--- src/rtl/hazard_ctrl.sv ---
// Hazard and sequencing controller for the 5-stage core: load-use bubbles, taken-branch
// squash, halt drain, plus saturating stall/flush event counters.
module hazard_ctrl #(
   parameter int unsigned DRAIN_CYCLES = 3,
   parameter int unsigned CNT_W        = 32
) (
   input  logic             clk,
   input  logic             reset,
   input  logic [4:0]       id_rs1,
   input  logic [4:0]       id_rs2,
   input  logic             id_uses_rs1,
   input  logic             id_uses_rs2,
   input  logic             id_halt_req,
   input  logic             ex_mem_read,
   input  logic [4:0]       ex_rd,
   input  logic             ex_branch_taken,
   output logic             pc_write,
   output logic             if_id_write,
   output logic             if_id_flush,
   output logic             id_ex_flush,
   output logic             halted,
   output logic [1:0]       state,
   output logic [CNT_W-1:0] stall_cycles,
   output logic [CNT_W-1:0] flush_events
);

   typedef enum logic [1:0] {
      StRun    = 2'd0,
      StDrain  = 2'd1,
      StHalted = 2'd2
   } state_e;

   localparam logic [3:0] DrainInit = 4'(DRAIN_CYCLES - 1);

   state_e           state_q, state_d;
   logic [3:0]       drain_q, drain_d;
   logic [CNT_W-1:0] stall_q, flush_q;
   logic             stall_inc, flush_inc;
   logic             lu;

   assign lu = ex_mem_read && (ex_rd != 5'd0) &&
               ((id_uses_rs1 && (id_rs1 == ex_rd)) || (id_uses_rs2 && (id_rs2 == ex_rd)));

   always_comb begin
      state_d     = state_q;
      drain_d     = drain_q;
      stall_inc   = 1'b0;
      flush_inc   = 1'b0;
      pc_write    = 1'b0;
      if_id_write = 1'b0;
      if_id_flush = 1'b1;
      id_ex_flush = 1'b1;
      case (state_q)
         StRun: begin
            pc_write    = 1'b1;
            if_id_write = 1'b1;
            if_id_flush = 1'b0;
            id_ex_flush = 1'b0;
            // A taken branch makes the ID instruction wrong-path, so it masks lu and halt.
            if (ex_branch_taken) begin
               if_id_flush = 1'b1;
               id_ex_flush = 1'b1;
               flush_inc   = 1'b1;
            end else if (lu) begin
               pc_write    = 1'b0;
               if_id_write = 1'b0;
               id_ex_flush = 1'b1;
               stall_inc   = 1'b1;
            end else if (id_halt_req) begin
               pc_write    = 1'b0;
               if_id_flush = 1'b1;
               state_d     = StDrain;
               drain_d     = DrainInit;
            end
         end
         StDrain: begin
            if_id_write = 1'b1;
            if (drain_q == 4'd0) begin
               state_d = StHalted;
            end else begin
               drain_d = drain_q - 4'd1;
            end
         end
         default: ; // HALTED and the unused encoding hold with everything frozen
      endcase
      if (!reset) begin
         pc_write    = 1'b0;
         if_id_write = 1'b0;
         if_id_flush = 1'b1;
         id_ex_flush = 1'b1;
      end
   end

   always_ff @(posedge clk) begin
      if (!reset) begin
         state_q <= StRun;
         drain_q <= 4'd0;
         stall_q <= '0;
         flush_q <= '0;
      end else begin
         state_q <= state_d;
         drain_q <= drain_d;
         if (stall_inc && (stall_q != '1)) stall_q <= stall_q + CNT_W'(1);
         if (flush_inc && (flush_q != '1)) flush_q <= flush_q + CNT_W'(1);
      end
   end

   // Encodings 2 and 3 both count as halted; bit 1 covers exactly those.
   assign halted       = state_q[1];
   assign state        = state_q;
   assign stall_cycles = stall_q;
   assign flush_events = flush_q;

endmodule
--- config.mk ---
export PLATFORM = sky130hd
export DESIGN_NAME = hazard_ctrl
export DESIGN_NICKNAME = d
export VERILOG_FILES = /design/src/rtl/hazard_ctrl.sv
export SDC_FILE = /design/constraint.sdc
export NUM_CORES = 1
export LEC_CHECK = 0
export CAP_MARGIN = 30
export CORE_MARGIN = 2
export CORE_UTILIZATION = 49
export CTS_BUF_LIST = sky130_fd_sc_hd__clkbuf_16
export CTS_CLUSTER_DIAMETER = 50
export DETAILED_ROUTE_END_ITERATION = 6
export PLACE_DENSITY = 0.87
export SLEW_MARGIN = 25
export SYNTH_ARGS = -nofsm -noshare
export SYNTH_HDL_FRONTEND = slang
export SYNTH_SLANG_ARGS = --single-unit
export TNS_END_PERCENT = 50
--- constraint.sdc ---
create_clock -name clk -period 2.3 [get_ports clk]
set_input_delay 0.345 -clock clk [delete_from_list [all_inputs] [get_ports clk]]
set_output_delay 0.345 -clock clk [all_outputs]
set_load 0.005 [all_outputs]
=== Word level (Yosys, flattened, before mapping) ===
Cells that the tools add are included.

* Register bits: 70
* Input bits: 22
* Output and inout bits: 71
* Word-level logic and storage cells: 62

* $add $sub $neg: 3
* Equal/unequal tests: 10
* Mux-type cells: 32
* Reduce and logical (&&, ||, !) cells: 13

{| class="wikitable"
|+ Operators with widths
! cell !! count
|-
| $add 32x1->32 const B || 2
|-
| $ne 32x32->1 const B || 2
|-
| $mux 1 || 21
|-
| $mux 4 || 4
|-
| $eq 5x5->1 || 2
|-
| $ne 2x2->1 const B || 5
|-
| $reduce_and 5->1 || 2
|-
| $mux 2 || 4
|-
| $pmux 4 s2 || 1
|-
| $logic_and 1x1->1 || 6
|-
| $reduce_bool 5->1 || 1
|-
| $logic_not 4->1 || 1
|-
| $pmux 2 s2 || 1
|-
| $sub 4x1->4 const B || 1
|-
| $eq 2x1->1 const B || 1
|-
| $logic_not 2->1 || 1
|-
| $pmux 1 s2 || 1
|-
| $reduce_bool 2->1 || 1
|-
| $logic_or 1x1->1 || 1
|}

=== Depth between registers and ports, before layout ===
* Word-level depth: 8
* Gate-level depth with buffers: 9
* Depth with buffers taken out: 7

=== Least setup slack after synthesis ===
OpenSTA, ideal clock, no wires.

* Path kind: register -> register
* From: register flush_q[0], in the netlist flush_events[0]
* To: register flush_q[22], in the netlist flush_events[22]
* Data arrival time: 1.843 ns
* Data required time: 2.185 ns
* Path slack: 0.342 ns
* Cell stages (with the launch flop): 8
* Buffers on the path: 0
* Period minus slack after synthesis: 1.958 ns
* Path through: dfxtp_1 ha_1 nand2_1 nor4b_2 nor3b_1 nand2_1 o21a_1 o21a_1

* Cells in the longest elaborated chain, start to end: 2
* Elaborated cells on any way between the ends: 3

{| class="wikitable"
|+ Ends and longest elaborated chain
! what !! RTL line !! source
|-
| start, declared || 37 || <nowiki>logic [CNT_W-1:0] stall_q, flush_q;</nowiki>
|-
| start signal, assigned || 104 || <nowiki>if (flush_inc && (flush_q != '1)) flush_q <= flush_q + CNT_W'(1);</nowiki>
|-
| branches (longest 2 deep; another with $add 32x1->32) || n/a ||
|}

Several ways; the timed one is not identified.
A chain may end at the register's enable or synchronous reset.

=== Worst setup path after layout ===
* From: input id_rs1[2]
* To: output pc_write

* Cells in the longest elaborated chain, start to end: 8

{| class="wikitable"
|+ Ends and longest elaborated chain
! what !! RTL line !! source
|-
| start, declared || 9 || <nowiki>input logic [4:0] id_rs1,</nowiki>
|-
| $eq 5x5->1 || 42 || <nowiki>((id_uses_rs1 && (id_rs1 == ex_rd)) || (id_uses_rs2 && (id_rs2 == ex_rd)));</nowiki>
|-
| $logic_and 1x1->1 || 42 ||
|-
| $logic_or 1x1->1 || 42 ||
|-
| $logic_and 1x1->1 || 41 || <nowiki>assign lu = ex_mem_read && (ex_rd != 5'd0) &&</nowiki>
|-
| $mux 1 || 64 || <nowiki>end else if (lu) begin</nowiki>
|-
| $mux 1 || 60 || <nowiki>if (ex_branch_taken) begin</nowiki>
|-
| $mux 1 || 53 || <nowiki>case (state_q)</nowiki>
|-
| $mux 1 || 86 || <nowiki>if (!reset) begin</nowiki>
|-
| end, declared || 17 || <nowiki>output logic pc_write,</nowiki>
|}

No other way between the ends.

==> impl_metrics.json <==
{
  "overflow": 0,
  "synthSimpleGateAreaFrac": 0.333,
  "port_buffers": 92,
  "synth_top_area_share": 0.379,
  "gp_congestion": 0.908,
  "cp.required_ns": 1.96,
  "dp_hpwl_um": 7120,
  "maxCapViolations": 0,
  "antenna_left": 0,
  "peakVddDrop_mv": 0.474,
  "crit_type": "input pin to output port",
  "slowest_delay_ns": 0.47,
  "synth-seq-cells": 70,
  "min_path_type": "flop to flop",
  "violations": "negative setup slack",
  "rrSetupSlack_ns": 0.15,
  "die_y_um": 90.9,
  "final_common_cell": "clkdlybuf4s50_1",
  "cts_inserted_buffers": 9,
  "synth_compound_gate_area_share": 0.114,
  "htreeDepth": 3,
  "period_minus_slack_ns": 2.34,
  "drcViolationCount": 0,
  "r2r-end": "stall_cycles[22]",
  "yosysSeqAreaShare": 0.379,
  "tritoncts": "done",
  "antenna_found_initial": 0,
  "slew_headroom": 0.488,
  "syn_area_um2": 3700,
  "rsz0062_at_grt": "true",
  "vias": 3836,
  "hold_violations": 0,
  "synth.area.top_cells": "dfxtp_1 38%, xor2_1 5.4%, nand2_1 4.8%, nand4_1 4.7%, nor2_1 4.4%",
  "worstPathMaxFanout": 4,
  "setup_slack_ns": -0.0375,
  "fp-row-count": 31,
  "placed_area_um2": 4950,
  "fin_nets": 597,
  "grt_use_total": 0.247,
  "fin_hold_ws_ns": 0.489,
  "fin_crit_sh": 1.02,
  "cts.clk_slew.worst_paths_ns": 0.06,
  "clock_skew_ns": 0.0101,
  "antenna_cells": 0,
  "clock_path_buffers": 2,
  "powerDensity_nw_per_um2": 514,
  "dr.pass1.iters": 4,
  "min_path_cells": 2,
  "synth_edf_count": 0,
  "finalSetupViolations": 1,
  "area_delta_synth_final_pct": 44.6,
  "grt_pass1_wl_um": 16900,
  "vias_per_cell": 5.69,
  "clock-root-buffer": "clkbuf_16",
  "synth_flop_cell": "dfxtp_1",
  "insertion_delay_ns": 0.33,
  "drv_slew": 0,
  "cts_sinks": 70,
  "synth.area.mux_share": 0.0243,
  "wl_per_cell_um": 15.1,
  "initial_utilization": 0.507,
  "critPathMostFrequentCell": "buf_6",
  "synth_xor_area_frac": 0.0971,
  "synth_largest_area_cell": "dfxtp_1",
  "worstHoldStart": "stall_cycles[29]",
  "synth_top_family_by_area": "simple AND/OR/NAND/NOR gates",
  "synth_cells": 445,
  "wl_um": 10200,
  "io-pin-count": 93,
  "die_w_um": 90.9,
  "drive_gt1_frac": 0.155,
  "synth_area_per_cell_um2": 8.31,
  "ys_warn_count": 0,
  "syn-num-nets": 471,
  "final_cell_mix": "76 x clkdlybuf4s50_1, 70 x dfxtp_1, 47 x nand2_1, 43 x nor2_1, 38 x buf_4",
  "grt_pass1_vias": 3666,
  "status": "finished with violations",
  "crit_chain": "clkdlybuf4s50_1 -> xnor2_1 -> nand4_1 -> o22ai_2 -> nor2b_4 -> buf_6 -> buf_6 -> nor2_1 -> o211a_1 -> buf_2",
  "design_area_um2": 5350,
  "worstPathArrival_ns": 1.99,
  "dieArea_um2": 8260,
  "finalPower_mw": 2.75,
  "cts_hold_buf": 0,
  "whs_endpoint": "stall_cycles[29]",
  "regToRegStartpoint": "stall_cycles[12]",
  "crit_path_start_kind": "input pin",
  "synthAdderAreaFrac": 0.0135,
  "core_um2": 7290,
  "reg2reg_depth": 6,
  "fillers": 534,
  "synth.distinct_cells": 57,
  "crit_path_end_kind": "output port",
  "power_leakage_nw": 1.88,
  "slowest_stage": "clkdlybuf4s50_1",
  "fmax_mhz": 428,
  "drt-initial-drc-count": 171,
  "tightestPinTransition_ns": 0.757,
  "grt_start_max_net_pins": 53,
  "async_flop_share": 0
}
[kinds of logic (layout without fill, tap and decap cells)]
logic type      count (synthesis)  in the layout
compound gates                 64             64
xor+xnor                       41             41
fa+ha+maj                       4              4
buf+inv                        31            161
flops                          70             70
mux                             9              9
simple gates                  226            226
[metal layers]
metal | vias to the layer above | part of all wire | global-route usage
met5 | - | 0 | 0
met4 | 0 | 0.015 | 0.0808
met3 | 17 | 0.053 | 0.0601
met2 | 140 | 0.51 | 0.447
met1 | 1823 | 0.42 | 0.285
li1 | 1856 | - | -
[worst max-delay path by stage]
stage,from,endpoint,cells past startpoint
global placement,ex_rd[2],stall_cycles[22],8
detailed placement,ex_rd[1],stall_cycles[22],8
CTS,id_rs1[3],stall_cycles[27],11
finish,id_rs1[2],pc_write,10
global route,id_rs1[2],pc_write,10
floorplan,flush_events[0],flush_events[22],7
[worst max-delay path: cells and delay by family]
kind / cells / cell delay (ns)
buffers and inverters: 4 / 0.78
XOR/XNOR: 1 / 0.11
AND/OR/NAND/NOR: 3 / 0.36
AO/OA/AOI/OAI: 2 / 0.40
[final cells by class]
class | count | area, µm² | area share
Multi-Input combinational cell | 344 | 2260 | 0.422
Sequential cell | 70 | 1400 | 0.262
Timing Repair Buffer | 134 | 1260 | 0.236
Clock buffer | 9 | 225 | 0.0421
Tap cell | 99 | 124 | 0.0232
Inverter | 12 | 45.0 | 0.00842
Clock inverter | 6 | 31.3 | 0.00585
[registers in the layout, indices dropped and copies added (netlist names)]
name          count
flush_events     32
stall_cycles     32
drain_q           4
state             2
[Yosys cell counts (5+ instances only)]
library cell / n
a21oi_1: 22
and3_1: 6
clkbuf_1: 11
dfxtp_1: 70
inv_1: 11
mux2i_1: 9
nand2_1: 47
nand2b_1: 10
nand3_1: 25
nand4_1: 28
nor2_1: 43
nor3_1: 14
nor4_1: 9
o21a_1: 10
o21ai_0: 5
o21ai_1: 5
or3_1: 11
or4_1: 5
xnor2_1: 18
xor2_1: 23
[stage by stage]
step	util	std cells	setup slack, ns	TNS, ns
2_1_floorplan	-	445	0.342	0
3_3_place_gp	0.679	654	-0.463	-7.66
3_5_place_dp	0.679	654	-0.616	-11.03
4_1_cts	0.725	676	-0.0449	-0.233
5_1_grt	0.734	674	-0.107	-0.167
6_report	0.734	674	-0.0375	-0.0375
[power by group]
part	internal, mW	switching, mW
clock	0.711	0.500
sequential	1.23	0.0103
combinational	0.146	0.155
total	2.08	0.665
[timing repair]
item                       4_1_cts  5_1_grt
pin swaps                        9        8
buffers inserted                 7        0
setup endpoints to repair       11       22
hold endpoints to repair         0        0
gates resized for setup         30       17
Note: power is estimated with default switching activity, not from simulation.
